$ cat src/rtl/spatz_vlsu_rob_pkg.sv
// Shared types and defaults for the VLSU reorder buffer.
package spatz_vlsu_rob_pkg;

    localparam int unsigned ELEN = 64;
    typedef logic [ELEN-1:0] elen_t;

    localparam int unsigned VlsuRobDepth = 4;
    typedef logic [$clog2(VlsuRobDepth)-1:0] rob_id_t;
    typedef elen_t rob_data_t;

endpackage

$ cat src/rtl/spatz_vlsu_rob.sv
// Reorder buffer between the VLSU and memory. Slots are allocated in order,
// filled out of order by response id, and released strictly in allocation order.
// Optional macro SPATZ_VLSU_ROB_BYPASS_EN: a response to the unfilled head slot
// is presented on the pop port in the same cycle.
module spatz_vlsu_rob
    import spatz_vlsu_rob_pkg::*;
#(
    parameter int unsigned Depth     = VlsuRobDepth,
    parameter int unsigned DataWidth = ELEN,
    parameter int unsigned IdWidth   = $clog2(Depth)
) (
    input  logic                 clk_i,
    input  logic                 rst_ni,
    input  logic                 alloc_valid_i,
    output logic                 alloc_ready_o,
    output logic [IdWidth-1:0]   alloc_id_o,
    input  logic                 rsp_valid_i,
    input  logic [IdWidth-1:0]   rsp_id_i,
    input  logic [DataWidth-1:0] rsp_data_i,
    output logic                 pop_valid_o,
    input  logic                 pop_ready_i,
    output logic [DataWidth-1:0] pop_data_o,
    output logic                 empty_o,
    output logic                 full_o
);

    localparam int unsigned         CntWidth = $clog2(Depth + 1);
    localparam int unsigned         OffWidth = IdWidth + 1;
    localparam logic [CntWidth-1:0] DepthCnt = CntWidth'(Depth);
    localparam logic [OffWidth-1:0] DepthOff = OffWidth'(Depth);
    localparam logic [IdWidth-1:0]  LastId   = IdWidth'(Depth - 1);

    // Both pointers wrap at Depth-1 explicitly so non-power-of-two depths work.
    function automatic logic [IdWidth-1:0] ptr_inc(input logic [IdWidth-1:0] ptr);
        return (ptr == LastId) ? '0 : ptr + IdWidth'(1);
    endfunction

    logic [IdWidth-1:0]   alloc_ptr_reg, alloc_ptr_next;
    logic [IdWidth-1:0]   head_ptr_reg, head_ptr_next;
    logic [CntWidth-1:0]  count_reg, count_next;
    logic [Depth-1:0]     filled_reg, filled_next;
    logic [DataWidth-1:0] data_reg [Depth];

    logic                 alloc_fire;
    logic                 pop_fire;
    logic                 head_filled;
    logic                 rsp_in_range;
    logic                 rsp_allocated;
    logic                 rsp_legal;
    logic                 rsp_store;
    logic                 bypass_hit;
    logic [OffWidth-1:0]  rsp_offset;
    logic [Depth-1:0]     slot_set;

    assign alloc_ready_o = (count_reg < DepthCnt);
    assign alloc_id_o    = alloc_ptr_reg;
    assign empty_o       = (count_reg == '0);
    assign full_o        = (count_reg == DepthCnt);
    assign alloc_fire    = alloc_valid_i & alloc_ready_o;
    assign head_filled   = ~empty_o & filled_reg[head_ptr_reg];

    // Distance of the response slot from head in allocation order
    always_comb begin
        rsp_offset = '0;
        if ({1'b0, rsp_id_i} >= {1'b0, head_ptr_reg}) begin
            rsp_offset = {1'b0, rsp_id_i} - {1'b0, head_ptr_reg};
        end else begin
            rsp_offset = {1'b0, rsp_id_i} + DepthOff - {1'b0, head_ptr_reg};
        end
    end

    // A slot is outstanding when it lies within count entries of head
    assign rsp_in_range  = ({1'b0, rsp_id_i} < DepthOff);
    assign rsp_allocated = rsp_in_range & (rsp_offset < OffWidth'(count_reg));
    assign rsp_legal     = rsp_valid_i & rsp_allocated & ~filled_reg[rsp_id_i];

`ifdef SPATZ_VLSU_ROB_BYPASS_EN
    assign bypass_hit = rsp_legal & (rsp_id_i == head_ptr_reg);
`else
    assign bypass_hit = 1'b0;
`endif

    assign pop_valid_o = head_filled | bypass_hit;
    assign pop_data_o  = head_filled ? data_reg[head_ptr_reg]
                       : (bypass_hit ? rsp_data_i : '0);
    assign pop_fire    = pop_valid_o & pop_ready_i;

    // A bypassed response consumed this cycle never occupies its slot
    assign rsp_store = rsp_legal & ~(bypass_hit & pop_fire);

    // Per-slot fill bookkeeping: set by a stored response, cleared on alloc or pop
    for (genvar gi = 0; gi < Depth; gi++) begin : g_slot
        localparam logic [IdWidth-1:0] SlotId = IdWidth'(gi);
        logic clr_fill;
        assign slot_set[gi]    = rsp_store & (rsp_id_i == SlotId);
        assign clr_fill        = (alloc_fire & (alloc_ptr_reg == SlotId))
                               | (pop_fire & (head_ptr_reg == SlotId));
        assign filled_next[gi] = slot_set[gi] | (filled_reg[gi] & ~clr_fill);
    end

    // Pointer and occupancy next-state
    always_comb begin
        alloc_ptr_next = alloc_fire ? ptr_inc(alloc_ptr_reg) : alloc_ptr_reg;
        head_ptr_next  = pop_fire ? ptr_inc(head_ptr_reg) : head_ptr_reg;
        count_next     = count_reg;
        if (alloc_fire && !pop_fire) begin
            count_next = count_reg + CntWidth'(1);
        end else if (!alloc_fire && pop_fire) begin
            count_next = count_reg - CntWidth'(1);
        end
    end

    // Control state; reset discards every outstanding slot
    always_ff @(posedge clk_i or negedge rst_ni) begin
        if (!rst_ni) begin
            alloc_ptr_reg <= '0;
            head_ptr_reg  <= '0;
            count_reg     <= '0;
            filled_reg    <= '0;
        end else begin
            alloc_ptr_reg <= alloc_ptr_next;
            head_ptr_reg  <= head_ptr_next;
            count_reg     <= count_next;
            filled_reg    <= filled_next;
        end
    end

    // Slot data; qualified by the filled bits, so no reset is needed
    always_ff @(posedge clk_i) begin
        for (int i = 0; i < Depth; i++) begin
            if (slot_set[i]) begin
                data_reg[i] <= rsp_data_i;
            end
        end
    end

`ifndef SYNTHESIS
    // Responses must target an outstanding slot that has not been filled yet
    rsp_legal_a: assert property (@(posedge clk_i) disable iff (!rst_ni)
        rsp_valid_i |-> rsp_legal);
`endif

endmodule
$ cat config.mk
export PLATFORM = sky130hd
export DESIGN_NAME = spatz_vlsu_rob
export DESIGN_NICKNAME = d
export VERILOG_FILES = /design/src/rtl/spatz_vlsu_rob_pkg.sv /design/src/rtl/spatz_vlsu_rob.sv
export SDC_FILE = /design/constraint.sdc
export NUM_CORES = 1
export LEC_CHECK = 0
export BUFFER_PORTS_ARGS = -buffer_cell sky130_fd_sc_hd__buf_2
export CAP_MARGIN = 25
export CORE_MARGIN = 4
export CORE_UTILIZATION = 30
export DETAILED_ROUTE_END_ITERATION = 6
export HOLD_SLACK_MARGIN = 0.12
export PLACE_DENSITY = 0.48
export SLEW_MARGIN = 40
export SYNTH_ARGS = -nofsm -noshare
export SYNTH_HDL_FRONTEND = slang
export SYNTH_SLANG_ARGS = --single-unit
export TNS_END_PERCENT = 10
$ cat constraint.sdc
create_clock -name clk_i -period 10.99 [get_ports clk_i]
set_clock_uncertainty 0.1 [all_clocks]
set_input_delay 2.198 -clock clk_i [delete_from_list [all_inputs] [get_ports clk_i]]
set_output_delay 2.198 -clock clk_i [all_outputs]
set_load 0.02 [all_outputs]
==> flow_metrics.env <==
export IMPL_synth_ff_type="edfxtp_1"
export IMPL_tightest_slew_ps=827
export IMPL_synth_commonest_cells="edfxtp_1 (256), mux4_2 (65), nor2b_1 (65)"
export IMPL_numPortBuffers=140
export IMPL_grt_max_degree=66
export IMPL_layout_drive_gt1_share_pct=39.3
export IMPL_r2r_end="data_reg[3][50]"
export IMPL_clk_pin_slew_ps=60
export IMPL_cts_root_buf="clkbuf_16"
export IMPL_start_util_pct=30.4
export IMPL_hold_viol_final=0
export IMPL_area_growth_pct=20.8
export IMPL_final_seq_area_um2=7970
export IMPL_synth_distinct_cells=29
export IMPL_worst_hold_path_endpoint="filled_reg[2]"
export IMPL_die_x_um=195
export IMPL_yosys_area_share_simple_pct=4.95
export IMPL_first_pass_iters=4
export IMPL_cp_max_fo=30
export IMPL_p_per_area_nw_per_um2=277
export IMPL_placed_area_um2=11800
export IMPL_startpoint_type="flip-flop"
export IMPL_htreeDepth=1
export IMPL_synth_edff_count=256
export IMPL_synthesis_nets=579
export IMPL_whs_path_depth=1
export IMPL_synthAdderAreaFrac_pct=1.92
export IMPL_multiInputGateArea_um2=2400
export IMPL_yosys_top_cells_area="edfxtp_1 (73%), mux4_2 (14%), nor2b_1 (3.9%)"
export IMPL_synth_xor_area_share_pct=0.249
export IMPL_status="finished clean"
export IMPL_cp_arrival_ps=3060
export IMPL_cp_end_kind="output pin"
export IMPL_viasPerCell=4.56
export IMPL_largest_reg_flops=256
export IMPL_place_hpwl_um=13400
export IMPL_synth_top_area_share_pct=72.9
export IMPL_finalSetupViolCount=0
export IMPL_yosys_warnings=0
export IMPL_post_cts_resized=0
export IMPL_synth_compound_area_share_pct=1.12
export IMPL_wl_um=22400
export IMPL_grt_ovfl_total=0
export IMPL_first_iter_violations=250
export IMPL_yosysMostFrequentCell="edfxtp_1"
export IMPL_reg2reg_slack_ps=7320
export IMPL_fin_crit_sh_pct=48.8
export IMPL_n_fill_cell=3212
export IMPL_post_cts_buffers=0
export IMPL_final_cells=1128
export IMPL_cts_buffers=29
export IMPL_drc=0
export IMPL_ys_seq_area_share_pct=75.5
export IMPL_synth_mux_area_share_pct=14.2
export IMPL_grt_pass1_vias=5634
export IMPL_r2r_start="head_ptr_reg[0]"
export IMPL_grt_pass1_wl_um=34200
export IMPL_synthesis_area_um2=10500
export IMPL_max_vdd_ir_drop_v=0.000123
export IMPL_fin_setup_tns_ps=0
export IMPL_antenna_left=0
export IMPL_slew_violations=0
export IMPL_clock_latency_ps=530
export IMPL_max_cap_violations=0
export IMPL_p_leak_nw=4.40
export IMPL_rsz0062_at_grt="false"
export IMPL_vias=5140
export IMPL_synthCells=493
export IMPL_synth_top_family_by_area="multiplexers"
export IMPL_fin_crit_ps=5360
export IMPL_gp_congestion=0.757
export IMPL_slew_limit_headroom_pct=44.9
export IMPL_clockBufferDepth=3
export IMPL_critPathKind="reg -> out"
export IMPL_avgSynthCellArea_um2=21.4
export IMPL_ys_ff_latch=267
export IMPL_die_area_um2=38200
export IMPL_io_pins=141
export IMPL_core_area_um2=34600
export IMPL_worstRegToRegCells=8
export IMPL_async_reset_ff_share_pct=4.12
export IMPL_die_y_um=195
export IMPL_dp_cells=1072
export IMPL_grt_use_total_pct=11.5
export IMPL_yosys_area_top_type="edfxtp_1"
export IMPL_hold_start="filled_reg[2]"
export IMPL_fmax_mhz=187
export IMPL_min_path_type="reg -> reg"
export IMPL_cts_sinks=267
export IMPL_final_nets=735
export IMPL_cts_tree="built"
export IMPL_design_area_um2=12700
export IMPL_antenna_found_initial=6
export IMPL_rows=68
export IMPL_avgRoutedWirePerCell_um=19.9
export IMPL_hold_buffers=0
export IMPL_cp_required_ps=8690
kinds of logic (layout without fill, tap and decap cells):
kind of cell               count (synthesis)  count (layout)
AOI/OAI and AO/OA                         15              15
xor gates and xnor gates                   3               3
adders and majority gates                 15              15
buffers and inverters                     38             216
DFF                                      267             267
muxes                                     68              68
other                                      0               2
and+or+nand+nor                           87              87
through the flow:
step / total power, mW / setup WS (ps) / utilization, % / hold WS, ps
after floorplan: 2.27 / 2420 / - / 373
after global placement: 2.64 / 5570 / 33.9 / 438
after detailed placement: 2.68 / 5740 / 34.1 / 434
after CTS: 3.60 / 5430 / 36.7 / 449
after global routing: 3.75 / 5350 / 36.8 / 465
final: 3.53 / 5630 / 36.8 / 462
cells in the final DEF (no fill, tap or decap), types with 2 or more instances in the layout:
| cell | instances |
|---|---|
| dfrtp_4 | 2 |
| inv_1 | 14 |
| diode_2 | 2 |
| edfxtp_1 | 256 |
| ha_1 | 13 |
| clkbuf_8 | 5 |
| nand2b_1 | 2 |
| dfrtp_1 | 9 |
| a221o_1 | 3 |
| clkbuf_1 | 8 |
| buf_2 | 140 |
| clkinv_2 | 3 |
| o21ai_0 | 5 |
| or4_1 | 2 |
| nor2_1 | 5 |
| nor2_4 | 3 |
| xnor2_1 | 2 |
| buf_12 | 4 |
| nor3_1 | 2 |
| o311a_1 | 3 |
| clkbuf_16 | 29 |
| nor2b_1 | 65 |
| clkinv_1 | 5 |
| mux2_2 | 3 |
| mux4_2 | 65 |
| fa_1 | 2 |
| buf_6 | 4 |
| nand2_1 | 3 |
where the power goes:
group / internal [mW] / switching, mW / total [mW]
Sequential: 1.25 / 0.0794 / 1.33
Clock: 0.540 / 0.361 / 0.901
Combinational: 0.536 / 0.762 / 1.30
how the worst max path moves through the flow:
stage | startpoint | end | slack (ps) | cells past startpoint
detailed placement | rsp_id_i[0] | data_reg[2][37] | 5740 | 10
finish | head_ptr_reg[0] | pop_data_o[51] | 5630 | 5
global route | head_ptr_reg[0] | pop_data_o[3] | 5350 | 5
global placement | rsp_id_i[0] | data_reg[2][37] | 5570 | 10
CTS | head_ptr_reg[0] | pop_data_o[3] | 5430 | 5
floorplan | rsp_id_i[0] | data_reg[2][0] | 2420 | 8
metal layers:
metal / share of wire, % / vias up / wire (um) / global-route usage (%)
met1: 41 / 2668 / 9190 / 14.5
met5: 0.25 / - / 55 / 0
met3: 7.2 / 38 / 1620 / 3.55
met4: 1.8 / 8 / 393 / 2.22
met2: 50 / 133 / 11200 / 19.7
li1: - / 2293 / - / -
area by class of cell:
type	instances	share of cell area (%)
Antenna cell	2	0.0393
Inverter	14	0.413
Clock inverter	11	0.639
Clock buffer	42	6.47
Multi-Input combinational cell	188	18.9
Timing Repair Buffer	149	6.54
Sequential cell	267	62.6
Tap cell	455	4.47
critical path: stages, from the launching register on:
cell and delay, ps:
dfrtp_4 750, buf_12 270, buf_4 560, mux4_2 610, nor2b_1 160, buf_2 170
No activity file was read; power rests on OpenSTA's default activity.
